--- src/rtl/dma_arb_pkg.sv ---
// Shared widths and command payload for the DMA read arbiter.
package dma_arb_pkg;

    localparam int unsigned ADDR_W            = 64;
    localparam int unsigned LEN_W             = 32;
    localparam int unsigned DEFAULT_N_CLIENTS = 4;

    typedef struct packed {
        logic [ADDR_W-1:0] address;
        logic [LEN_W-1:0]  length;
    } dma_cmd_t;

endpackage

--- src/rtl/dma_read_arbiter_if.sv ---
// Client-side and DMA-side handshake bundle; master is the arbiter, slave the environment.
interface dma_read_arbiter_if
    import dma_arb_pkg::*;
#(
    parameter int unsigned N_CLIENTS = DEFAULT_N_CLIENTS,
    parameter int unsigned WIDTH     = 512
);

    localparam int unsigned KEEP_W = WIDTH / 8;

    logic [N_CLIENTS-1:0]             client_cmd_valid;
    logic [N_CLIENTS-1:0]             client_cmd_ready;
    logic [N_CLIENTS-1:0][ADDR_W-1:0] client_cmd_address;
    logic [N_CLIENTS-1:0][LEN_W-1:0]  client_cmd_length;

    logic [N_CLIENTS-1:0]             client_data_valid;
    logic [N_CLIENTS-1:0]             client_data_ready;
    logic [WIDTH-1:0]                 client_data_data;
    logic [KEEP_W-1:0]                client_data_keep;
    logic                             client_data_last;

    logic                             read_cmd_valid;
    logic                             read_cmd_ready;
    logic [ADDR_W-1:0]                read_cmd_address;
    logic [LEN_W-1:0]                 read_cmd_length;

    logic                             read_data_valid;
    logic                             read_data_ready;
    logic [WIDTH-1:0]                 read_data_data;
    logic [KEEP_W-1:0]                read_data_keep;
    logic                             read_data_last;

    modport master (
        input  client_cmd_valid, client_cmd_address, client_cmd_length, client_data_ready,
               read_cmd_ready, read_data_valid, read_data_data, read_data_keep, read_data_last,
        output client_cmd_ready, client_data_valid, client_data_data, client_data_keep,
               client_data_last, read_cmd_valid, read_cmd_address, read_cmd_length,
               read_data_ready
    );

    modport slave (
        output client_cmd_valid, client_cmd_address, client_cmd_length, client_data_ready,
               read_cmd_ready, read_data_valid, read_data_data, read_data_keep, read_data_last,
        input  client_cmd_ready, client_data_valid, client_data_data, client_data_keep,
               client_data_last, read_cmd_valid, read_cmd_address, read_cmd_length,
               read_data_ready
    );

endinterface

--- src/rtl/arb_order_fifo.sv ---
// Order FIFO of granted client indices; head tells the data path who owns the next response.
module arb_order_fifo #(
    parameter int unsigned DEPTH  = 16,
    parameter int unsigned DATA_W = 2
) (
    input  logic                     clk_i,
    input  logic                     rst_i,
    input  logic                     push_i,
    input  logic [DATA_W-1:0]        push_data_i,
    input  logic                     pop_i,
    output logic [DATA_W-1:0]        head_o,
    output logic                     full_o,
    output logic                     empty_o,
    output logic [$clog2(DEPTH):0]   count_o
);

    localparam int unsigned AW = $clog2(DEPTH);

    logic [DATA_W-1:0] mem_q [DEPTH];
    logic [AW-1:0]     wr_ptr_q, wr_ptr_d;
    logic [AW-1:0]     rd_ptr_q, rd_ptr_d;
    logic [AW:0]       count_q, count_d;
    logic              do_push, do_pop;

    assign full_o  = (count_q == (AW+1)'(DEPTH));
    assign empty_o = (count_q == '0);
    assign count_o = count_q;
    assign head_o  = mem_q[rd_ptr_q];

    assign do_push = push_i && !full_o;
    assign do_pop  = pop_i && !empty_o;

    // Pointers wrap naturally because DEPTH is a power of two.
    always_comb begin
        wr_ptr_d = wr_ptr_q;
        rd_ptr_d = rd_ptr_q;
        count_d  = count_q;
        if (do_push) wr_ptr_d = wr_ptr_q + AW'(1);
        if (do_pop)  rd_ptr_d = rd_ptr_q + AW'(1);
        case ({do_push, do_pop})
            2'b10:   count_d = count_q + (AW+1)'(1);
            2'b01:   count_d = count_q - (AW+1)'(1);
            default: count_d = count_q;
        endcase
    end

    always_ff @(posedge clk_i) begin
        if (rst_i) begin
            wr_ptr_q <= '0;
            rd_ptr_q <= '0;
            count_q  <= '0;
        end else begin
            wr_ptr_q <= wr_ptr_d;
            rd_ptr_q <= rd_ptr_d;
            count_q  <= count_d;
        end
    end

    always_ff @(posedge clk_i) begin
        if (do_push) mem_q[wr_ptr_q] <= push_data_i;
    end

endmodule

--- src/rtl/dma_read_arbiter.sv ---
// Round-robin arbiter of N client read commands onto one DMA read port, with in-order data return.
module dma_read_arbiter
    import dma_arb_pkg::*;
#(
    parameter int unsigned N_CLIENTS   = DEFAULT_N_CLIENTS,
    parameter int unsigned WIDTH       = 512,
    parameter int unsigned ORDER_DEPTH = 16
) (
    input  logic                         clock_i,
    input  logic                         reset_i,
    dma_read_arbiter_if.master           bus,
    output logic [$clog2(ORDER_DEPTH):0] outstanding_o,
    output logic [31:0]                  dropped_count_o,
    output logic                         orphan_error_o
);

    localparam int unsigned IDX_W      = $clog2(N_CLIENTS);
    localparam int unsigned KEEP_BYTES = WIDTH / 8;

    logic [IDX_W-1:0]     rr_ptr_q, rr_ptr_d;
    logic [31:0]          dropped_q, dropped_d;
    logic                 orphan_q, orphan_d;

    logic [IDX_W-1:0]     grant_idx;
    logic                 grant_found;
    int unsigned          cand;
    dma_cmd_t             grant_cmd;
    logic                 zero_beat, can_accept, cmd_fire, drop_fire;
    logic [N_CLIENTS-1:0] cmd_ready_c, data_valid_c;

    logic [IDX_W-1:0]     head_idx;
    logic                 order_full, order_empty, data_ok, order_pop;

    // Round-robin search starting at rr_ptr_q.
    always_comb begin
        grant_found = 1'b0;
        grant_idx   = '0;
        cand        = 0;
        for (int unsigned k = 0; k < N_CLIENTS; k++) begin
            cand = 32'(rr_ptr_q) + k;
            if (cand >= N_CLIENTS) cand = cand - N_CLIENTS;
            if (!grant_found && bus.client_cmd_valid[IDX_W'(cand)]) begin
                grant_found = 1'b1;
                grant_idx   = IDX_W'(cand);
            end
        end
    end

    always_comb begin
        grant_cmd.address = bus.client_cmd_address[grant_idx];
        grant_cmd.length  = bus.client_cmd_length[grant_idx];
    end

    // Commands shorter than one beat are absorbed here and never reach the DMA.
    assign zero_beat  = (grant_cmd.length < LEN_W'(KEEP_BYTES));
    assign can_accept = grant_found && !order_full && !reset_i;
    assign cmd_fire   = can_accept && !zero_beat && bus.read_cmd_ready;
    assign drop_fire  = can_accept && zero_beat;

    always_comb begin
        cmd_ready_c = '0;
        if (cmd_fire || drop_fire) cmd_ready_c[grant_idx] = 1'b1;
    end

    assign bus.client_cmd_ready = cmd_ready_c;
    assign bus.read_cmd_valid   = can_accept && !zero_beat;
    assign bus.read_cmd_address = grant_cmd.address;
    assign bus.read_cmd_length  = grant_cmd.length;

    arb_order_fifo #(
        .DEPTH  (ORDER_DEPTH),
        .DATA_W (IDX_W)
    ) u_order_fifo (
        .clk_i       (clock_i),
        .rst_i       (reset_i),
        .push_i      (cmd_fire),
        .push_data_i (grant_idx),
        .pop_i       (order_pop),
        .head_o      (head_idx),
        .full_o      (order_full),
        .empty_o     (order_empty),
        .count_o     (outstanding_o)
    );

    // Response beats go to whichever client owns the oldest outstanding command.
    assign data_ok             = !order_empty && !reset_i;
    assign bus.read_data_ready = data_ok && bus.client_data_ready[head_idx];
    assign order_pop           = bus.read_data_valid && bus.read_data_ready && bus.read_data_last;

    always_comb begin
        data_valid_c = '0;
        if (data_ok && bus.read_data_valid) data_valid_c[head_idx] = 1'b1;
    end

    assign bus.client_data_valid = data_valid_c;
    assign bus.client_data_data  = bus.read_data_data;
    assign bus.client_data_keep  = bus.read_data_keep;
    assign bus.client_data_last  = bus.read_data_last;

    always_comb begin
        rr_ptr_d  = rr_ptr_q;
        dropped_d = dropped_q;
        orphan_d  = orphan_q | (bus.read_data_valid && order_empty);
        if (cmd_fire || drop_fire) begin
            rr_ptr_d = (grant_idx == IDX_W'(N_CLIENTS - 1)) ? '0 : grant_idx + IDX_W'(1);
        end
        if (drop_fire) dropped_d = dropped_q + 32'd1;
    end

    always_ff @(posedge clock_i) begin
        if (reset_i) begin
            rr_ptr_q  <= '0;
            dropped_q <= '0;
            orphan_q  <= 1'b0;
        end else begin
            rr_ptr_q  <= rr_ptr_d;
            dropped_q <= dropped_d;
            orphan_q  <= orphan_d;
        end
    end

    assign dropped_count_o = dropped_q;
    assign orphan_error_o  = orphan_q;

endmodule

--- src/flat_wrapper.sv ---
// flat-port wrapper written by rule: the top's interface ports become plain ports
module dma_read_arbiter_flat import dma_arb_pkg::*;
#(
    parameter int unsigned N_CLIENTS   = DEFAULT_N_CLIENTS,
    parameter int unsigned WIDTH       = 512,
    parameter int unsigned ORDER_DEPTH = 16
)
  (clock_i, reset_i, outstanding_o, dropped_count_o, orphan_error_o, bus_client_cmd_valid, bus_client_cmd_address, bus_client_cmd_length, bus_client_data_ready, bus_read_cmd_ready, bus_read_data_valid, bus_read_data_data, bus_read_data_keep, bus_read_data_last, bus_client_cmd_ready, bus_client_data_valid, bus_client_data_data, bus_client_data_keep, bus_client_data_last, bus_read_cmd_valid, bus_read_cmd_address, bus_read_cmd_length, bus_read_data_ready);
  dma_read_arbiter_if #(.N_CLIENTS(N_CLIENTS), .WIDTH(WIDTH)) bus_i ();
  input  logic clock_i;
  input  logic reset_i;
  output logic [$clog2(ORDER_DEPTH):0] outstanding_o;
  output logic [31:0] dropped_count_o;
  output logic orphan_error_o;
  input wire logic [$bits(bus_i.client_cmd_valid)-1:0] bus_client_cmd_valid;
  input wire logic [$bits(bus_i.client_cmd_address)-1:0] bus_client_cmd_address;
  input wire logic [$bits(bus_i.client_cmd_length)-1:0] bus_client_cmd_length;
  input wire logic [$bits(bus_i.client_data_ready)-1:0] bus_client_data_ready;
  input wire logic [$bits(bus_i.read_cmd_ready)-1:0] bus_read_cmd_ready;
  input wire logic [$bits(bus_i.read_data_valid)-1:0] bus_read_data_valid;
  input wire logic [$bits(bus_i.read_data_data)-1:0] bus_read_data_data;
  input wire logic [$bits(bus_i.read_data_keep)-1:0] bus_read_data_keep;
  input wire logic [$bits(bus_i.read_data_last)-1:0] bus_read_data_last;
  output wire logic [$bits(bus_i.client_cmd_ready)-1:0] bus_client_cmd_ready;
  output wire logic [$bits(bus_i.client_data_valid)-1:0] bus_client_data_valid;
  output wire logic [$bits(bus_i.client_data_data)-1:0] bus_client_data_data;
  output wire logic [$bits(bus_i.client_data_keep)-1:0] bus_client_data_keep;
  output wire logic [$bits(bus_i.client_data_last)-1:0] bus_client_data_last;
  output wire logic [$bits(bus_i.read_cmd_valid)-1:0] bus_read_cmd_valid;
  output wire logic [$bits(bus_i.read_cmd_address)-1:0] bus_read_cmd_address;
  output wire logic [$bits(bus_i.read_cmd_length)-1:0] bus_read_cmd_length;
  output wire logic [$bits(bus_i.read_data_ready)-1:0] bus_read_data_ready;
  assign bus_i.client_cmd_valid = bus_client_cmd_valid;
  assign bus_i.client_cmd_address = bus_client_cmd_address;
  assign bus_i.client_cmd_length = bus_client_cmd_length;
  assign bus_i.client_data_ready = bus_client_data_ready;
  assign bus_i.read_cmd_ready = bus_read_cmd_ready;
  assign bus_i.read_data_valid = bus_read_data_valid;
  assign bus_i.read_data_data = bus_read_data_data;
  assign bus_i.read_data_keep = bus_read_data_keep;
  assign bus_i.read_data_last = bus_read_data_last;
  assign bus_client_cmd_ready = bus_i.client_cmd_ready;
  assign bus_client_data_valid = bus_i.client_data_valid;
  assign bus_client_data_data = bus_i.client_data_data;
  assign bus_client_data_keep = bus_i.client_data_keep;
  assign bus_client_data_last = bus_i.client_data_last;
  assign bus_read_cmd_valid = bus_i.read_cmd_valid;
  assign bus_read_cmd_address = bus_i.read_cmd_address;
  assign bus_read_cmd_length = bus_i.read_cmd_length;
  assign bus_read_data_ready = bus_i.read_data_ready;
  dma_read_arbiter #(.N_CLIENTS(N_CLIENTS), .WIDTH(WIDTH), .ORDER_DEPTH(ORDER_DEPTH)) u_core (.clock_i(clock_i), .reset_i(reset_i), .bus(bus_i), .outstanding_o(outstanding_o), .dropped_count_o(dropped_count_o), .orphan_error_o(orphan_error_o));
endmodule
--- config.mk ---
export PLATFORM = sky130hd
export DESIGN_NAME = dma_read_arbiter_flat
export DESIGN_NICKNAME = d
export VERILOG_FILES = /design/src/rtl/dma_arb_pkg.sv /design/src/rtl/dma_read_arbiter_if.sv /design/src/rtl/arb_order_fifo.sv /design/src/rtl/dma_read_arbiter.sv /design/src/flat_wrapper.sv
export SDC_FILE = /design/constraint.sdc
export NUM_CORES = 1
export LEC_CHECK = 0
export CAP_MARGIN = 10
export CORE_AREA = 2 2 652 654
export DETAILED_ROUTE_END_ITERATION = 10
export DIE_AREA = 0 0 654 656
export SLEW_MARGIN = 20
export SYNTH_ARGS = -nofsm -noshare
export SYNTH_HDL_FRONTEND = slang
export SYNTH_HIERARCHICAL = 1
export SYNTH_SLANG_ARGS = --single-unit
--- constraint.sdc ---
create_clock -name clock_i -period 6.5 [get_ports clock_i]
set_clock_uncertainty 0.05 [all_clocks]
set_input_delay 0.65 -clock clock_i [delete_from_list [all_inputs] [get_ports clock_i]]
set_output_delay 0.65 -clock clock_i [all_outputs]
set_load 0.01 [all_outputs]
* Yosys cells after proc, flatten, opt, wreduce, memory -nomap -nowiden
Memories as Yosys holds them, arrays and structs flattened. A register that Yosys moved wholly into a read port is not among the register bits.
Cells that the tools add are included.
** Word-level totals
- Bits of input ports :: 973
- Register bits :: 48
- Logic and storage cells :: 104
- RAM bits :: 32
- Memories kept :: 1
** Operators by class
- Eq/ne operators :: 4
- Reductions and logical operators :: 28
- Mux-type cells :: 38
- Bitwise operators :: 1
- Magnitude comparators :: 13
- $add $sub $neg :: 13
** Memories
- u_core.u_order_fifo.mem_q :: depth 16, width 2, rd ports 1, clocked after memory_dff 1, wr ports 1, line arb_order_fifo.sv:19 : logic [DATA_W-1:0] mem_q [DEPTH];
** Operators with widths (count)
- 64-bit binary-select mux with 2-bit select :: 1
- 32-bit binary-select mux with 2-bit select :: 1
- 64-bit 2-to-1 mux :: 1
- 32-bit by 1-bit adder with 32-bit output, second input constant :: 1
- 32-bit by 7-bit less-than comparator with 1-bit output, second input constant :: 1
- 32-bit 2-to-1 mux :: 1
- 1-bit logical AND :: 18
- 2-bit by 3-bit less-than comparator with 1-bit output, second input constant :: 6
- 2-bit 2-to-1 mux :: 9
- 4-bit 2-to-1 mux :: 4
- 1-bit 2-to-1 mux :: 13
- 1-bit binary-select mux with 2-bit select :: 5
- 5-bit one-hot mux with 2 select lines :: 1
- 3-bit >= comparator, second input constant :: 3
- 4-bit by 1-bit adder with 4-bit output, second input constant :: 2
- 2-bit by 1-bit subtractor with 2-bit output, second input constant :: 4
- 1-bit zero test :: 7
- 2-bit by 2-bit adder with 3-bit output, second input constant :: 2
- 5-bit by 1-bit adder with 5-bit output, second input constant :: 1
- 5-bit == test, second input constant :: 1
- 5-bit zero test :: 1
- 5-bit by 1-bit subtractor with 5-bit output, second input constant :: 1
- 1-bit demux with 2-bit select :: 2
- 2-bit == test, second input constant :: 2
- 8 further kinds :: 9

* Logic depth before layout (Yosys ltp)
- Depth in word-level cells :: 23
- Mapped depth :: 23

* Modules after synthesis
Netlist, hierarchy kept.
** Modules (own cells, without submodules)
- dma_read_arbiter :: instances 1, sequential area each 700.7 um^2, area an instance 9616.7 um^2, cells each 1478
- arb_order_fifo :: instances 1, sequential area each 1301.2 um^2, area an instance 2192.1 um^2, cells each 166

* Worst setup path after synthesis
OpenSTA, ideal clock, no wires.
- Kind :: input-to-reg
- Start :: input bus_client_cmd_valid[2]
- End :: register u_core.u_order_fifo.count_q[4] (netlist: u_core/u_order_fifo/count_o[4])
- Path slack :: 1.287 ns
- Path buffers :: 3
- Stages on the path :: 22
- Arrival :: 5.043 ns
- Cell sequence :: nor2b_1 a211oi_1 nor2_1 inv_2 clkbuf_1 a211oi_1 o22ai_1 or4_4 nor4_4 buf_4 nor2b_1 and2_1 a21boi_2 inv_1 ha_1 clkbuf_1 xor2_1 ha_1 o21ai_0 a22o_1 nor4_1 mux2_2
** Between the ends
- Longest elaborated chain between the ends :: 21
- Elaborated cells on any way between the ends :: 35
- Those cells by class :: order compare (1); eq/ne (2); mux (19); reduce/logical (13)
** Ends and longest elaborated chain
- from (decl) :: line flat_wrapper.sv:15 : input wire logic [$bits(bus_i.client_cmd_valid)-1:0] bus_client_cmd_valid;
- 1-bit binary-select mux with 2-bit select :: line dma_read_arbiter.sv:42 : if (!grant_found && bus.client_cmd_valid[IDX_W'(cand)]) begin
- 1-bit 2-to-1 mux (not written as such) :: line dma_read_arbiter.sv:42
- 1-bit 2-to-1 mux :: line dma_read_arbiter.sv:42
- 1-bit zero test :: line dma_read_arbiter.sv:42
- 1-bit logical AND :: line dma_read_arbiter.sv:42
- 1-bit 2-to-1 mux :: line dma_read_arbiter.sv:42
- 1-bit zero test :: line dma_read_arbiter.sv:42
- 1-bit logical AND :: line dma_read_arbiter.sv:42
- [... 7 more ...]
- 1-bit zero test
- 1-bit logical AND *
- via bus_read_cmd_valid :: line flat_wrapper.sv:29 : output wire logic [$bits(bus_i.read_cmd_valid)-1:0] bus_read_cmd_valid;
- 1-bit logical AND * :: line dma_read_arbiter.sv:57 : assign cmd_fire = can_accept && !zero_beat && bus.read_cmd_ready;
- via u_core.cmd_fire :: line dma_read_arbiter.sv:28 : logic zero_beat, can_accept, cmd_fire, drop_fire;
- 1-bit logical AND * :: line arb_order_fifo.sv:30 : assign do_push = push_i && !full_o;
- 2-bit by 1-bit == test with 1-bit output / 2-bit == test (equally long branches) :: line arb_order_fifo.sv:40 : case ({do_push, do_pop})
- 5-bit one-hot mux with 2 select lines / 2-bit nonzero test (equally long branches)
- to (signal assigned) :: line arb_order_fifo.sv:55 : count_q <= count_d;
- to (decl) :: line arb_order_fifo.sv:22 : logic [AW:0] count_q, count_d;
Mark *: on every way through the listed nets, which the timed path passes. The rest lies on a longest branch. The select of a mux whose other input is x is not followed.
A chain may end at the register's enable or synchronous reset.

* Worst setup path in the final report
- Start :: input bus_client_cmd_valid[0]
- End :: output bus_read_cmd_address[61]
** Between the ends
- Longest elaborated chain between the ends :: 14
- Elaborated cells on any way between the ends :: 23
- Those cells by class :: mux (17); reduce/logical (6)
** Ends and longest elaborated chain
- 1-bit binary-select mux with 2-bit select :: line dma_read_arbiter.sv:42
- 1-bit 2-to-1 mux (not written as such) :: line dma_read_arbiter.sv:42
- 1-bit 2-to-1 mux :: line dma_read_arbiter.sv:42
- 1-bit zero test :: line dma_read_arbiter.sv:42
- 1-bit logical AND :: line dma_read_arbiter.sv:42
- 1-bit 2-to-1 mux :: line dma_read_arbiter.sv:42
- 1-bit zero test :: line dma_read_arbiter.sv:42
- 1-bit logical AND :: line dma_read_arbiter.sv:42
- 1-bit 2-to-1 mux :: line dma_read_arbiter.sv:42
- 1-bit zero test :: line dma_read_arbiter.sv:42
- 1-bit logical AND :: line dma_read_arbiter.sv:42
- 2-bit 2-to-1 mux * :: line dma_read_arbiter.sv:42
- 64-bit binary-select mux with 2-bit select * :: line dma_read_arbiter.sv:50 : grant_cmd.address = bus.client_cmd_address[grant_idx];
- 64-bit 2-to-1 mux (not written as such) * :: line dma_read_arbiter.sv:50
- to (decl) :: line flat_wrapper.sv:30 : output wire logic [$bits(bus_i.read_cmd_address)-1:0] bus_read_cmd_address;
Every way passes the cells marked *; elsewhere a longest branch is shown, timed or not. The select of a mux whose other input is x is not followed.

==> tab_implementation.tex <==
\begin{tabular}{lr}
\hline
Metric & Value \\
\hline
\multicolumn{2}{l}{\textbf{Pwr}} \\
Power density relative to cell area & 184.7 nW/um\^{}2 \\
Leakage power & 5.523 nW \\
Worst VDD drop & 0.0001542 V \\
\multicolumn{2}{l}{\textbf{Drt}} \\
Post-DR vias/cell & 1.702 \\
Number of nets with antenna violations after routing & 0 \\
DRT Pass-1 Iters & 6 \\
Final WL & 360,300 um \\
Vias & 12,303 \\
Post-route DRC & 0 \\
Iteration-0 DRC count of the detailed router & 1,045 \\
Final routed wire length divided by cell count & 49.85 um \\
\multicolumn{2}{l}{\textbf{Clocking}} \\
Buffers from clock root to sink, at most & 2 \\
Number of CTS-inserted buffers & 9 \\
Later-pin clock latency in the skew report & 0.39 ns \\
TritonCTS clock tree & yes \\
Sink count of the clock tree & 84 \\
Count of hold buffers inserted by post-cts repair & 0 \\
Post-CTS Setup Repair Bufs & 0 \\
Clk Tree Root Cell & sky130\_fd\_sc\_hd\_\_clkbuf\_16 \\
PostCTS Resize Cnt & 0 \\
Clock-pin transition on the worst setup and hold timing paths & 0.08 ns \\
Number of H-tree levels & 3 \\
\multicolumn{2}{l}{\textbf{Logic synthesis}} \\
Average instance area after synthesis & 7.183 sq um \\
Sequential share of the synthesized area & 0.1695 \\
Most used flip-flop cell after synthesis & sky130\_fd\_sc\_hd\_\_dfxtp\_1 \\
Share of the synthesized area in the top cell type & 0.3694 \\
Post-synth ARST share & 0 \\
EDFF count, synth & 32 \\
Distinct cells, synth & 55 \\
Syn\_nets & 2,630 \\
Number of warnings issued by yosys & 6 \\
Most area-hungry cell type in the Yosys netlist & sky130\_fd\_sc\_hd\_\_buf\_4 \\
Post-synth design cell area & 11,810 sq um \\
Synth top area cells & sky130\_fd\_sc\_hd\_\_buf\_4 (37\%), sky130\_fd\_sc\_hd\_\_nand2\_1 (9.5\%), sky130\_fd\_sc\_hd\_\_dfxtp\_1 (8.8\%) \\
Instance count of the mapped netlist & 1,644 \\
Synthesized flop and latch total & 84 \\
\multicolumn{2}{l}{\textbf{Finish}} \\
Nets@finish & 2,542 \\
Filler Cells Inserted & 50,231 \\
Highest-count cells in the layout ignoring fill and taps & sky130\_fd\_sc\_hd\_\_clkdlybuf4s50\_1 (494), sky130\_fd\_sc\_hd\_\_nand2\_1 (299), sky130\_fd\_sc\_hd\_\_and3\_1 (120) \\
Most common library cell in the layout ignoring fill and taps & sky130\_fd\_sc\_hd\_\_clkdlybuf4s50\_1 \\
Multi-input logic area & 5034 sq um \\
FF/Latch Area & 2002 sq um \\
Layout cells sized above 1 & 0.09033 \\
Area added between synthesis and finish & 69.87\% \\
\multicolumn{2}{l}{\textbf{Place}} \\
Hpwl dp & 349,900 um \\
Placer Congestion & 0.8742 \\
Port-buffer cells & 541 \\
\multicolumn{2}{l}{\textbf{Setup path}} \\
Critical-path maximum fanout & 73 \\
Endpoint required time on the critical path & 5.80 ns \\
Ordered cell list for the critical path & clkdlybuf4s50\_1 > nand2b\_1 > a21oi\_1 > nor2\_4 > inv\_8 > buf\_4 > buf\_4 > nand2\_1 > and3\_1 > a31oi\_1 > clkdlybuf4s50\_1 \\
Worst setup SP type & input pin \\
Crit path capture type & output pin \\
Cell type of the slowest stage on the worst timing path & sky130\_fd\_sc\_hd\_\_buf\_4 \\
Critical path start-end classification & in -> out \\
Critical Path Max Stage Delay & 0.76 ns \\
Data arrival time of the worst path & 5.19 ns \\
\multicolumn{2}{l}{\textbf{Floorplan}} \\
Y dimension of the die & 656 um \\
Die area & 429,000 sq um \\
Std-Cell Core Area & 422,200 sq um \\
Chip width & 654 um \\
I/O pin cnt & 1,694 \\
Initial Util & 0.02797 \\
Number of placement rows & 239 \\
\multicolumn{2}{l}{\textbf{GRT}} \\
Overflow left after global routing & 0 \\
Vias in the first global route & 11,660 \\
Wire length of the first global-routing pass & 388,500 um \\
Overall global routing resource usage & 0.1621 \\
Largest net degree at the start of global routing & 122 \\
Initial antenna violation count & 79 \\
\multicolumn{2}{l}{\textbf{STA}} \\
Setup violators final & 0 \\
Final Max Tran Viols & 0 \\
Setup repair after global routing missed its margin & false \\
Actual slew at the worst max-slew pin & 1.056 ns \\
Max Fclk & 0.1699 GHz \\
Worst relative slew slack & 0.2936 \\
Final Critical Period & 5.887 ns \\
Post-Route Hold Slack & 0.4310 ns \\
Fin Setup TNS & 0 ns \\
Final hold violation count & 0 \\
Period utilisation layout & 0.9057 \\
\multicolumn{2}{l}{\textbf{Job}} \\
Total of max-cap violations & 0 \\
\multicolumn{2}{l}{\textbf{Min path}} \\
Hold Path Class & reg -> reg \\
\multicolumn{2}{l}{\textbf{Outcome}} \\
Outcome & finished, final reports clean \\
\hline
\end{tabular}
-- critical path, delay by kind of cell --
kind	cells	cell delay, ns
and+or+nand+nor	4	0.63
buffers and inverters	5	2.77
AOI/OAI and AO/OA	2	0.94
-- path summary, 6_finish.rpt --
| path | from | to | slack, ns | depth (start not counted) |
|---|---|---|---|---|
| min | u_core/orphan_error_o | u_core/orphan_error_o | 0.43 | 2 |
| max reg2reg | u_core/rr_ptr_q[1] | u_core/u_order_fifo/count_o[4] | 0.85 | 18 |
| max | bus_client_cmd_valid[0] | bus_read_cmd_address[61] | 0.61 | 11 |
| min reg2reg | u_core/orphan_error_o | u_core/orphan_error_o | 0.43 | 2 |
-- metrics by stage --
| stage | cells | setup slack [ns] | utilization | total power [mW] | area, sq um |
|---|---|---|---|---|---|
| final | 7229 | 0.6128 | 0.04751 | 3.706 | 20060 |
| after global routing | 7226 | 0.3349 | 0.04749 | 3.940 | 20050 |
| after CTS | 7224 | 0.5493 | 0.04748 | 3.966 | 20050 |
| after detailed placement | 7208 | 0.2575 | 0.04676 | 3.401 | 19750 |
| after global placement | 7208 | 0.2945 | 0.04676 | 3.400 | 19740 |
| after floorplan | 1644 | 1.287 | - | 1.669 | 11810 |
-- cells by family (layout without fill, tap and decap cells) --
logic type / count (synthesis) / in the layout / share of synthesized area
AO/OA/AOI/OAI: 179 / 179 / 0.1038
XOR/XNOR: 10 / 10 / 0.007416
adder cells (fa/ha/maj): 13 / 13 / 0.01377
buffers and inverters: 692 / 609 / 0.4071
flip-flops: 84 / 84 / 0.1695
multiplexers: 36 / 36 / 0.04344
other: 0 / 5 / 0
AND/OR/NAND/NOR: 630 / 630 / 0.2549
-- state kept, by name, indices dropped and copies added, names as in the netlist, named ones only --
signal	flops
u_core/u_order_fifo/rd_ptr_q	4
u_core/u_order_fifo/mem_q	32
u_core/rr_ptr_q	2
u_core/u_order_fifo/wr_ptr_q	4
u_core/orphan_error_o	1
u_core/dropped_count_o	32
u_core/u_order_fifo/count_o	5
-- final cells by class --
class | instances | share of cell area
well taps | 5663 | 0.3532
clock inverters | 7 | 0.003805
repair buffers | 570 | 0.2756
clock buffers | 9 | 0.01123
flip-flops and latches | 84 | 0.09980
multi-input cells | 868 | 0.2509
inverters | 23 | 0.004803
diodes | 5 | 0.0006238
-- power breakdown --
part / total, mW / switching, mW / internal (mW) / leakage, nW
registers: 0.573 / 0.0106 / 0.563 / 0.711
logic: 2.59 / 1.82 / 0.775 / 4.66
clock network: 0.542 / 0.270 / 0.272 / 0.148
-- metal layers --
metal | GRT usage | part of all wire | vias to the layer above
li1 | - | - | 4744
met5 | 0.001344 | 0.0012 | -
met3 | 0.3003 | 0.39 | 399
met2 | 0.2678 | 0.46 | 1986
met4 | 0.03815 | 0.029 | 60
met1 | 0.05244 | 0.11 | 5114
-- Yosys cell counts, types with 3 or more instances --
library cell and count:
sky130_fd_sc_hd__nor2_1 86, sky130_fd_sc_hd__o21ai_0 9, sky130_fd_sc_hd__buf_2 5, sky130_fd_sc_hd__mux2_1 16
sky130_fd_sc_hd__nand4_1 18, sky130_fd_sc_hd__and3_1 120, sky130_fd_sc_hd__buf_4 581, sky130_fd_sc_hd__ha_1 13
sky130_fd_sc_hd__nor3_1 8, sky130_fd_sc_hd__nand2b_1 14, sky130_fd_sc_hd__nand2_1 299, sky130_fd_sc_hd__nor4_1 4
sky130_fd_sc_hd__inv_1 22, sky130_fd_sc_hd__buf_6 3, sky130_fd_sc_hd__mux2_2 6, sky130_fd_sc_hd__a22oi_1 3
sky130_fd_sc_hd__nand3_1 28, sky130_fd_sc_hd__a31o_2 15, sky130_fd_sc_hd__a211oi_1 42, sky130_fd_sc_hd__o22ai_1 10
sky130_fd_sc_hd__mux4_2 10, sky130_fd_sc_hd__a21oi_1 15, sky130_fd_sc_hd__clkbuf_1 79, sky130_fd_sc_hd__nor2b_1 27
sky130_fd_sc_hd__edfxtp_1 32, sky130_fd_sc_hd__and2_1 8, sky130_fd_sc_hd__mux2i_1 4, sky130_fd_sc_hd__and4_1 4
sky130_fd_sc_hd__a31oi_1 70, sky130_fd_sc_hd__xnor2_1 4, sky130_fd_sc_hd__or4_4 3, sky130_fd_sc_hd__xor2_1 6
sky130_fd_sc_hd__dfxtp_1 52
Power figures use the tool's default switching activity.
